## src/rtl/monitor_event_scheduler.sv

```systemverilog
// monitor_event_scheduler: buffers input events in a small FIFO, raises periodic
// deadline ticks from a free-running counter, and issues one evaluation at a
// time to the downstream stream monitor, pulsing eval_done when its outputs are valid.
module monitor_event_scheduler #(
  parameter int DATA_W        = 32,
  parameter int FIFO_DEPTH    = 4,
  parameter int PERIOD_CYCLES = 5000,
  parameter int PIPE_LAT      = 3
) (
  input  logic                          clk,
  input  logic                          rst,
  input  logic                          en,
  input  logic [DATA_W-1:0]             x,
  input  logic                          new_x,
  output logic [DATA_W-1:0]             mon_x,
  output logic                          mon_new_x,
  output logic                          mon_tick,
  output logic                          mon_en,
  output logic                          eval_done,
  output logic                          busy,
  output logic [$clog2(FIFO_DEPTH):0]   fifo_level,
  output logic                          overflow,
  output logic                          missed_deadline
);

  localparam int AW    = $clog2(FIFO_DEPTH);
  localparam int LVL_W = AW + 1;
  localparam int CNT_W = (PERIOD_CYCLES > 1) ? $clog2(PERIOD_CYCLES) : 1;
  localparam int LAT_W = (PIPE_LAT > 1) ? $clog2(PIPE_LAT) : 1;

  typedef enum logic [1:0] {IDLE = 2'd0, ISSUE = 2'd1, WAIT = 2'd2} state_t;

  state_t              state_q, state_d;
  logic [DATA_W-1:0]   mem_q [FIFO_DEPTH];
  logic [AW-1:0]       wr_ptr_q, wr_ptr_d;
  logic [AW-1:0]       rd_ptr_q, rd_ptr_d;
  logic [LVL_W-1:0]    level_q, level_d;
  logic [CNT_W-1:0]    cnt_q, cnt_d;
  logic [LAT_W-1:0]    lat_q, lat_d;
  logic                tick_pending_q, tick_pending_d;
  logic [DATA_W-1:0]   mon_x_q, mon_x_d;
  logic                mon_new_x_q, mon_new_x_d;
  logic                mon_tick_q, mon_tick_d;
  logic                overflow_q, overflow_d;
  logic                missed_q, missed_d;

  logic fifo_nonempty, fifo_full, wrap, lat_last, work_pending;
  logic do_push, do_pop, push_ok, start_issue, consume_tick;

  assign fifo_nonempty = (level_q != '0);
  assign fifo_full     = (level_q == LVL_W'(FIFO_DEPTH));
  assign wrap          = (cnt_q == CNT_W'(PERIOD_CYCLES - 1));
  assign lat_last      = (lat_q == LAT_W'(PIPE_LAT - 1));
  assign work_pending  = fifo_nonempty | tick_pending_q;
  // The event captured at issue is popped at the end of the ISSUE cycle.
  assign do_pop        = en && (state_q == ISSUE) && mon_new_x_q;
  assign do_push       = en && new_x;
  assign push_ok       = do_push && (!fifo_full || do_pop);
  // Issue fields are loaded on the edge that enters ISSUE so they are valid with mon_en.
  assign start_issue   = en && (state_d == ISSUE) && (state_q != ISSUE);
  // Only a tick actually captured by this issue is consumed; a tick raised on the
  // entry edge itself stays pending for the next evaluation.
  assign consume_tick  = (state_q == ISSUE) && mon_tick_q;

  // State and datapath registers, asynchronous active-low reset.
  always_ff @(posedge clk or negedge rst) begin
    if (!rst) begin
      state_q        <= IDLE;
      wr_ptr_q       <= '0;
      rd_ptr_q       <= '0;
      level_q        <= '0;
      cnt_q          <= '0;
      lat_q          <= '0;
      tick_pending_q <= 1'b0;
      mon_x_q        <= '0;
      mon_new_x_q    <= 1'b0;
      mon_tick_q     <= 1'b0;
      overflow_q     <= 1'b0;
      missed_q       <= 1'b0;
    end else begin
      state_q        <= state_d;
      wr_ptr_q       <= wr_ptr_d;
      rd_ptr_q       <= rd_ptr_d;
      level_q        <= level_d;
      cnt_q          <= cnt_d;
      lat_q          <= lat_d;
      tick_pending_q <= tick_pending_d;
      mon_x_q        <= mon_x_d;
      mon_new_x_q    <= mon_new_x_d;
      mon_tick_q     <= mon_tick_d;
      overflow_q     <= overflow_d;
      missed_q       <= missed_d;
    end
  end

  // Event buffer storage; cleared on reset so discarded events cannot reappear.
  always_ff @(posedge clk or negedge rst) begin
    if (!rst) begin
      for (int i = 0; i < FIFO_DEPTH; i++) mem_q[i] <= '0;
    end else if (push_ok) begin
      mem_q[wr_ptr_q] <= x;
    end
  end

  // Next-state logic; the last WAIT cycle chains straight into ISSUE when work is queued.
  always_comb begin
    state_d = state_q;
    if (en) begin
      case (state_q)
        IDLE:    if (work_pending) state_d = ISSUE;
        ISSUE:   state_d = WAIT;
        WAIT:    if (lat_last) state_d = work_pending ? ISSUE : IDLE;
        default: state_d = IDLE;
      endcase
    end
  end

  // Datapath next values: FIFO, period counter, tick bookkeeping, latency counter, issue fields.
  always_comb begin
    wr_ptr_d       = wr_ptr_q;
    rd_ptr_d       = rd_ptr_q;
    level_d        = level_q;
    cnt_d          = cnt_q;
    lat_d          = lat_q;
    tick_pending_d = tick_pending_q;
    mon_x_d        = mon_x_q;
    mon_new_x_d    = mon_new_x_q;
    mon_tick_d     = mon_tick_q;
    overflow_d     = overflow_q;
    missed_d       = missed_q;
    if (en) begin
      cnt_d = wrap ? '0 : cnt_q + CNT_W'(1);
      if (wrap) begin
        if (tick_pending_q && !consume_tick) missed_d = 1'b1;
        tick_pending_d = 1'b1;
      end else if (consume_tick) begin
        tick_pending_d = 1'b0;
      end
      if (do_push && fifo_full && !do_pop) overflow_d = 1'b1;
      if (push_ok) wr_ptr_d = wr_ptr_q + AW'(1);
      if (do_pop)  rd_ptr_d = rd_ptr_q + AW'(1);
      case ({push_ok, do_pop})
        2'b10:   level_d = level_q + LVL_W'(1);
        2'b01:   level_d = level_q - LVL_W'(1);
        default: level_d = level_q;
      endcase
      lat_d = ((state_q == WAIT) && !lat_last) ? lat_q + LAT_W'(1) : '0;
      if (start_issue) begin
        mon_new_x_d = fifo_nonempty;
        mon_tick_d  = tick_pending_q;
        if (fifo_nonempty) mon_x_d = mem_q[rd_ptr_q];
      end
    end
  end

  // Outputs: registered state, with the two strobes gated by en.
  always_comb begin
    mon_en          = en && (state_q == ISSUE);
    eval_done       = en && (state_q == WAIT) && lat_last;
    busy            = (state_q != IDLE);
    mon_x           = mon_x_q;
    mon_new_x       = mon_new_x_q;
    mon_tick        = mon_tick_q;
    fifo_level      = level_q;
    overflow        = overflow_q;
    missed_deadline = missed_q;
  end

endmodule

```

## config.mk

```make
export PLATFORM = sky130hd
export DESIGN_NAME = monitor_event_scheduler
export DESIGN_NICKNAME = d
export VERILOG_FILES = /design/src/rtl/monitor_event_scheduler.sv
export SDC_FILE = /design/constraint.sdc
export NUM_CORES = 1
export LEC_CHECK = 0
export BUFFER_PORTS_ARGS = -buffer_cell sky130_fd_sc_hd__buf_2
export CORE_UTILIZATION = 45
export CTS_CLUSTER_SIZE = 8
export DETAILED_ROUTE_END_ITERATION = 8
export PLACE_DENSITY = 0.66
export SLEW_MARGIN = 10
export SYNTH_ARGS = -nofsm -noshare
export SYNTH_HDL_FRONTEND = slang
export SYNTH_SLANG_ARGS = --single-unit
```

## constraint.sdc

```tcl
create_clock -name clk -period 2.13 [get_ports clk]
set_clock_uncertainty 0.2 [all_clocks]
set_input_delay 0 -clock clk [delete_from_list [all_inputs] [get_ports clk]]
set_output_delay 0 -clock clk [all_outputs]
set_load 0.1 [all_outputs]
```

==> impl_results.md, run 1 <==
* Startpoint type of the worst setup path: flip-flop
* Status: finished, final reports clean
* Synthesized cell area at about 8900 um2
* Sequential Power Share at between 30% and 40%
* Height of the die at ~140 um
* Number of global-route vias before repair at ~5400
* DRT Wirelength at 17.9 mm
* Psw at between 7 and 8 mW
* Net total in the final layout at between 700 and 800
* Most used flip-flop cell after synthesis: sky130_fd_sc_hd__dfrtp_1
* First-pass GRT wire length at between 20 and 30 mm
* Starting utilization of the core area at between 40% and 50%
* DPL Wire Length at around 12 mm
* Combinational cell fraction of total power at a little under half
* Register bit total from synthesis at around 190
* Endpoints failing setup at 0
* Int Power at 11.1 mW
* Syn_area_per_cell at between 15 and 20 um2
* CTS clock-pin slew for the worst setup and hold paths at 0.07 ns
* Multiplexer share of the synthesized area at around a third
* Max stage delay on crit path at roughly 0.50 ns
* Critical setup path kind: reg2reg
* Source-to-sink clock delay at the later pin of the worst-skew pair at approximately 0.43 ns
* Pre-CTS WS at -0.0329 ns
* Worst Hold Class: in2reg
* Pin count of the biggest net entering global routing at 54
* Leakage dissipation at just under 5 nW
* Post-layout util at between 50% and 60%
* Minimum clock period at around 2.0 ns
* Clock root buffer: sky130_fd_sc_hd__clkbuf_16
* N_diodes at 0
* H-tree level count at 4
* Async set-reset flop share out of synthesis at 100%
* Setup repair after global routing missed its margin: true
* DRC marker count from the first detailed-route iteration at 180
* Routed via count at 4780
* Final cycle utilization of the critical path at a little over nine tenths
* Number of buffers added by the clock tree synthesis step at 17
* Number of instances in the synthesized netlist at about 530
* Area overhead of the layout relative to synthesis at 20.1%
* Remaining antenna violation count after routing at 0
* Power per cell area at between 1500 and 2000 nW/um2
* Portion of the post-synthesis area used by sequential elements at about 53%
* Synth Warn # at 0
* Vias per inst at approximately 5.1
* Routability-driven placement congestion ratio at just under 0.9
* Count of buffers inserted at the top-level ports at 77
* CTS max path bufs at 2
* Critical path peak fanout at 2
* Fillcell total at between 1500 and 2000
* Transition at the pin with the smallest max-transition slack at between 0.5 and 0.6 ns
* Clock sinks at 189
* VDD IR-drop max at about 0.0013 V
* CTS tree: yes
* Dominant combinational cell family by area after synthesis: multiplexers
* Worst endpoint data arrival time at approximately 2.2 ns
* Die width at 143 um
* PnR worst setup slack at between 0.08 and 0.09 ns
* Row count at 51
* Number of pins with negative max-slew slack in the final report at 0
* Slew margin rel. at ~64%
* Fraction of the mapped netlist area in compound gates at roughly 1.4%
* Core Box Area at roughly 19000 um2
* Number of remaining DRC errors at 0
* GRT Residual Overflow at 0
* Proportion of power drawn by the clock network at between 10% and 20%
* EDFF count, synth at 0
* CP Cell Sequence: nor2_4 -> a31oi_4 -> inv_2 -> ha_4 -> inv_2 -> fa_2 -> xor2_1 -> nor2_1 -> xor2_1
* Slowest stage cell, crit path: sky130_fd_sc_hd__dfrtp_4
* Die area at around 20000 um2
* Share of layout cells above drive strength 1 at 52.6%
* Post-Syn Nets at about 570
* Most common cell after layout, fill and taps aside: sky130_fd_sc_hd__dfrtp_1
* Synthesized-area fraction occupied by xor and xnor cells at 1.58%
* Highest clock frequency the design can meet at roughly 490 MHz
* Hold Violations, Final at 0
* Share of synthesized cell area in full adder, half adder and majority cells at between 1 and 1.5%
* WP data required at approximately 2.3 ns
* Fraction of power spent switching nets at 39.5%
* Number of antenna violations at the first check in global routing at 0
* Drt first pass iters at 4
* Number of top-level pins at 78
* Commonest cells after routing, fill and taps aside: sky130_fd_sc_hd__dfrtp_1 (182), sky130_fd_sc_hd__mux2_4 (120), sky130_fd_sc_hd__buf_2 (76), sky130_fd_sc_hd__mux2_2 (41), sky130_fd_sc_hd__dlygate4sd3_1 (38)
* Total routing usage reported by global routing at roughly a fifth
* Number of library cell types mapped by synthesis at 41
* Critical Path End Type: flip-flop
* Avg WL per Cell at between 15 and 20 um
* Area share of and/or/nand/nor cells after synthesis at between 3 and 4%
* Reported max-cap violation count at 0
final timing paths:
kind,slack (ns),endpoint,start,cells past startpoint
max in group asynchronous,0.54,mem_q[10],rst,4
hold / removal,0.18,mem_q[58],x[26],3
min in group asynchronous,0.45,mon_x[6],rst,3
setup / recovery,0.08,fifo_level[2],fifo_level[1],9
setup reg to reg,0.08,fifo_level[2],fifo_level[1],9
hold reg to reg,0.30,missed_deadline,missed_deadline,1
layer usage:
layer  track usage [%]  wire length, um
met3              4.64              610
met5                 0                0
met2              30.6             8650
met1              26.4             8460
met4              6.17              198
registers in the layout, summed over array words and instances (netlist names):
| signal | flops |
|---|---|
| lat_q | 2 |
| missed_deadline | 1 |
| mem_q | 128 |
| wr_ptr_q | 2 |
| fifo_level | 3 |
| mon_x | 32 |
| cnt_q | 13 |
| state_q | 2 |
| overflow | 1 |
| rd_ptr_q | 2 |
| tick_pending_q | 1 |
| mon_new_x | 1 |
| mon_tick | 1 |
logic make-up after synthesis:
family,Yosys count
AO/OA/AOI/OAI,16
XOR/XNOR,16
flip-flops,189
buffers and inverters,48
adder cells (fa/ha/maj),8
multiplexers,193
AND/OR/NAND/NOR,58
critical path, delay by kind of cell (launching register included):
kind	cells	cell delay (ns)
adder cells (fa/ha/maj)	2	0.45
buffers and inverters	2	0.11
XOR/XNOR	2	0.32
AND/OR/NAND/NOR	2	0.29
AO/OA/AOI/OAI	1	0.10
flip-flops	1	0.50
metrics by stage:
| step | TNS, ns | area, um2 | hold WS [ns] | std cells | total power [mW] |
|---|---|---|---|---|---|
| final | 0 | 10700 | 0.182 | 938 | 18.3 |
| after global routing | -0.00247 | 10700 | 0.177 | 938 | 19.3 |
| after CTS | 0 | 10700 | 0.176 | 938 | 18.5 |
| after detailed placement | -0.0329 | 9670 | -0.205 | 865 | 15.1 |
| after global placement | 0 | 9670 | -0.213 | 865 | 14.8 |
| after floorplan | -0.147 | 8910 | -0.496 | 528 | 13.4 |
cell type report:
type	instances	area (um2)	share of cell area, %
clock buffer	20	447	4.19
clock inverter	12	139	1.30
inverter	14	52.6	0.492
multi-input combinational	291	3730	34.9
sequential	189	4750	44.5
tap	265	332	3.11
timing repair buffer	147	1230	11.5
power by group through the flow:
| stage | clock, mW | sequential [mW] | combinational [mW] |
|---|---|---|---|
| 6_report | 3.18 | 6.44 | 8.73 |
| 5_1_grt | 3.39 | 6.67 | 9.19 |
| 4_1_cts | 3.25 | 6.45 | 8.80 |
| 3_5_place_dp | 0 | 6.49 | 8.66 |
| 3_3_place_gp | 0 | 6.34 | 8.47 |
| 2_1_floorplan | 0 | 8.73 | 4.68 |
cells in the mapped netlist, types with 8 or more instances:
cell / count / area, um2
sky130_fd_sc_hd__buf_12: 16 / 320
sky130_fd_sc_hd__buf_2: 9 / 45.0
sky130_fd_sc_hd__clkbuf_1: 8 / 30.0
sky130_fd_sc_hd__dfrtp_1: 189 / 4730
sky130_fd_sc_hd__inv_1: 14 / 52.6
sky130_fd_sc_hd__mux2_2: 41 / 462
sky130_fd_sc_hd__mux2_4: 120 / 1800
sky130_fd_sc_hd__mux4_2: 32 / 721
sky130_fd_sc_hd__nand2_1: 14 / 52.6
sky130_fd_sc_hd__nor2_1: 9 / 33.8
sky130_fd_sc_hd__xnor2_1: 8 / 70.1
sky130_fd_sc_hd__xor2_1: 8 / 70.1
repair_timing:
| action | CTS | global route |
|---|---|---|
| setup buffers | 3 | 0 |
| gates resized for setup | 1 | 2 |
| pin swaps | 5 | 5 |
| endpoints found under the setup margin | 2 | 1 |
| hold endpoints to repair | 337 | 0 |
| hold buffers | 38 | 0 |
Power figures use the tool's default switching activity.
==> inputs of run 2 (changes only) <==
--- a/config.mk
+++ b/config.mk
@@ -6,10 +6,11 @@
 export NUM_CORES = 1
 export LEC_CHECK = 0
 export BUFFER_PORTS_ARGS = -buffer_cell sky130_fd_sc_hd__buf_2
+export CORE_MARGIN = 2
 export CORE_UTILIZATION = 45
 export CTS_CLUSTER_SIZE = 8
 export DETAILED_ROUTE_END_ITERATION = 8
-export PLACE_DENSITY = 0.66
+export PLACE_DENSITY = 0.69
 export SLEW_MARGIN = 10
 export SYNTH_ARGS = -nofsm -noshare
 export SYNTH_HDL_FRONTEND = slang
==> run 2 against run 1 <==
  * Worst setup slack got worse by 0.0016 ns
  * Sequential share of layout area barely moved
  * Sequential cell count did not move
  * Fmax barely moved
  * Clock power barely moved
  * Highest routed layer unchanged
  * Routed wire length fell by 1.1%
  * Sequential power barely moved
  * Largest cell class unchanged
  * Critical path depth fell by 2
  * First-iteration DRC count rose by 6.1%
  * Worst hold slack improved by 0.0077 ns
  * Register-to-register slack barely moved
  * Count of clock-buffer cells in the layout did not move
==> impl_results.md, run 2 (synthesis results as in run 1) <==
* Status: finished, final reports clean (unchanged)
* Sequential Power Share at 35.2% (was 35.1%)
* DPL Wire Length at 11.6 mm (about the same)
* Combinational cell fraction of total power at 47.4% (was 47.6%)
* CTS clock-pin slew for the worst setup and hold paths at 0.07 ns (about the same)
* Number of pins with negative max-slew slack in the final report at 0 (unchanged)
* Commonest cells after routing, fill and taps aside: sky130_fd_sc_hd__dfrtp_1 (182), sky130_fd_sc_hd__mux2_4 (120), sky130_fd_sc_hd__buf_2 (76), sky130_fd_sc_hd__mux2_2 (41), sky130_fd_sc_hd__dlygate4sd3_1 (37) (was sky130_fd_sc_hd__dfrtp_1 (182), sky130_fd_sc_hd__mux2_4 (120), sky130_fd_sc_hd__buf_2 (76), sky130_fd_sc_hd__mux2_2 (41), sky130_fd_sc_hd__dlygate4sd3_1 (38))
* Slew margin rel. at 65.3% (was 64.4%)
* Number of buffers added by the clock tree synthesis step at 17 (unchanged)
* Count of buffers inserted at the top-level ports at 77 (unchanged)
* Minimum clock period at 2.05 ns (about the same)
* Final cycle utilization of the critical path at 96.3% (was 96.2%)
* DRC marker count from the first detailed-route iteration at 191 (was 180)
* Routability-driven placement congestion ratio at 0.777 (was 0.866)
* First-pass GRT wire length at 29.3 mm (was 29.8 mm)
* CTS max path bufs at 2 (unchanged)
* Placed Instances at 867 (was 865)
* Highest clock frequency the design can meet at 488 MHz (about the same)
* Power per cell area at 1720 nW/um2 (about the same)
* GRT Residual Overflow at 0 (unchanged)
* Core Box Area at 19400 um2 (unchanged)
* Routed via count at 4797 (was 4780)
* CP Cell Sequence: inv_1 -> ha_1 -> nand2b_1 -> and3_1 -> o31a_4 -> clkbuf_16 -> mux2_2 (was nor2_4 -> a31oi_4 -> inv_2 -> ha_4 -> inv_2 -> fa_2 -> xor2_1 -> nor2_1 -> xor2_1)
* VDD IR-drop max at 0.00117 V (was 0.00131 V)
* Fraction of power spent switching nets at 39.3% (was 39.5%)
* Slowest stage cell, crit path: sky130_fd_sc_hd__dfrtp_1 (was sky130_fd_sc_hd__dfrtp_4)
* Non-Filler Instances at 938 (unchanged)
* Source-to-sink clock delay at the later pin of the worst-skew pair at 0.43 ns (about the same)
* Share of layout cells above drive strength 1 at 52.8% (was 52.6%)
* DRT Wirelength at 17.7 mm (was 17.9 mm)
* Final design instance area without fill at 10700 um2 (about the same)
* Number of global-route vias before repair at 5371 (was 5438)
* Hold Violations, Final at 0 (unchanged)
* Die width at 145 um (was 143 um)
* Reported max-cap violation count at 0 (unchanged)
* Proportion of power drawn by the clock network at 17.3% (about the same)
* Transition at the pin with the smallest max-transition slack at 0.516 ns (was 0.538 ns)
* CTS tree: yes (unchanged)
* Post-CTS repair timing setup buffer count at 0 (was 3)
* Pin count of the biggest net entering global routing at 60 (was 54)
* Total buffers and inverters traversed by the critical path at 2 (unchanged)
* Net total in the final layout at 704 (unchanged)
* Max stage delay on crit path at 0.38 ns (was 0.50 ns)
* Clock sinks at 189 (unchanged)
* Max FFs per register at 128 (unchanged)
* Die area at 20900 um2 (was 20300 um2)
* Clock root buffer: sky130_fd_sc_hd__clkbuf_16 (unchanged)
* Worst Hold Class: in2reg (unchanged)
* Most common cell after layout, fill and taps aside: sky130_fd_sc_hd__dfrtp_1 (unchanged)
* Number of top-level pins at 78 (unchanged)
* Row count at 51 (unchanged)
* Remaining antenna violation count after routing at 0 (unchanged)
* Number of antenna violations at the first check in global routing at 1 (was 0)
* Total routing usage reported by global routing at 18.3% (was 19.4%)
* Number of remaining DRC errors at 0 (unchanged)
* Psw at 7.21 mW (was 7.25 mW)
* Avg WL per Cell at 18.9 um (was 19.1 um)
* Starting utilization of the core area at 45.8% (unchanged)
* Largest register by flop count: mem_q (unchanged)
* Endpoints failing setup at 0 (unchanged)
* Int Power at 11.1 mW (about the same)
* Height of the die at 145 um (was 143 um)
* Worst endpoint data arrival time at 2.16 ns (was 2.19 ns)
* Critical path peak fanout at 10 (was 2)
* WP data required at 2.23 ns (was 2.27 ns)
* Placed cell area at 9650 um2 (was 9670 um2)
* Critical Path End Type: flip-flop (unchanged)
* Critical setup path kind: reg2reg (unchanged)
* Leakage dissipation at 4.82 nW (was 4.81 nW)
* Kind of cell adding the most delay to the critical path: flip-flops (unchanged)
* Startpoint type of the worst setup path: flip-flop (unchanged)
* H-tree level count at 4 (unchanged)
* Vias per inst at 5.11 (was 5.10)
* Drt first pass iters at 4 (unchanged)
* Area overhead of the layout relative to synthesis at 20.1% (about the same)
==> run 2: cell types whose count changed in the layout (fill, tap and decap cells not counted), sizes merged <==
cell         change
buf              +1
clkinv           -2
clkinvlp         -2
diode            +1
dlygate4sd3      -1
inv              +3
==> run 2: final timing paths <==
| path | slack, ns | end | depth (start not counted) | from |
|---|---|---|---|---|
| worst max-delay path | 0.08 | mon_x[2] | 7 | lat_q[0] |
| worst min-delay path | 0.19 | mem_q[24] | 3 | x[24] |
| worst max register to register | 0.08 | mon_x[2] | 7 | lat_q[0] |
| worst min register to register | 0.28 | overflow | 1 | overflow |
| max in group asynchronous | 0.79 | mon_x[24] | 4 | rst |
| min in group asynchronous | 0.49 | mem_q[64] | 4 | rst |
==> run 2: worst register-to-register path, cell delays in order (launching register included) <==
cell and delay, ns:
sky130_fd_sc_hd__dfrtp_1 0.38, sky130_fd_sc_hd__inv_1 0.07, sky130_fd_sc_hd__ha_1 0.21, sky130_fd_sc_hd__nand2b_1 0.12, sky130_fd_sc_hd__and3_1 0.20, sky130_fd_sc_hd__o31a_4 0.23, sky130_fd_sc_hd__clkbuf_16 0.20, sky130_fd_sc_hd__mux2_2 0.33
==> run 2: layout make-up <==
cell class	instances	area, um2
tap	265	332
antenna	1	2.50
timing repair buffer	147	1210
sequential	189	4750
clock buffer	20	457
multi-input combinational	291	3730
clock inverter	11	133
fill	1560	8730
inverter	14	52.6
==> run 2: routing by layer <==
| layer | vias up | track usage, % | wire [um] | share of wire, % |
|---|---|---|---|---|
| met1 | 2537 | 25.9 | 8490 | 48 |
| li1 | 2164 | - | - | - |
| met5 | - | 0 | 0 | 0 |
| met4 | 0 | 4.80 | 151 | 0.85 |
| met3 | 11 | 3.74 | 621 | 3.5 |
| met2 | 85 | 28.9 | 8460 | 48 |
==> run 2: timing repair <==
item / 4_1_cts / 5_1_grt
resized for setup: 0 / 4
endpoints found under the hold margin: 333 / 0
endpoints found under the setup margin: 0 / 30
hold buffers: 38 / 0
==> run 2: per-stage QoR <==
| stage | power (mW) | setup slack (ns) | hold WS [ns] | setup TNS [ns] | util, % |
|---|---|---|---|---|---|
| after floorplan | 13.4 | -0.102 | -0.496 | -0.147 | - |
| after global placement | 14.8 | 0.125 | -0.279 | 0 | 49.7 |
| after detailed placement | 15.1 | 0.0469 | -0.268 | 0 | 49.7 |
| after CTS | 18.5 | 0.0465 | 0.167 | 0 | 54.8 |
| after global routing | 19.3 | -0.00914 | 0.195 | -0.00914 | 55.0 |
| final | 18.3 | 0.0796 | 0.189 | 0 | 55.0 |
==> run 2: power groups by stage <==
stage                     Sequential [mW]  Clock (mW)  Combinational (mW)
after detailed placement             6.49           0                8.61
after CTS                            6.46        3.28                8.71
after global routing                 6.67        3.42                9.18
after global placement               6.35           0                8.45
final                                6.46        3.18                8.70
after floorplan                      8.73           0                4.68
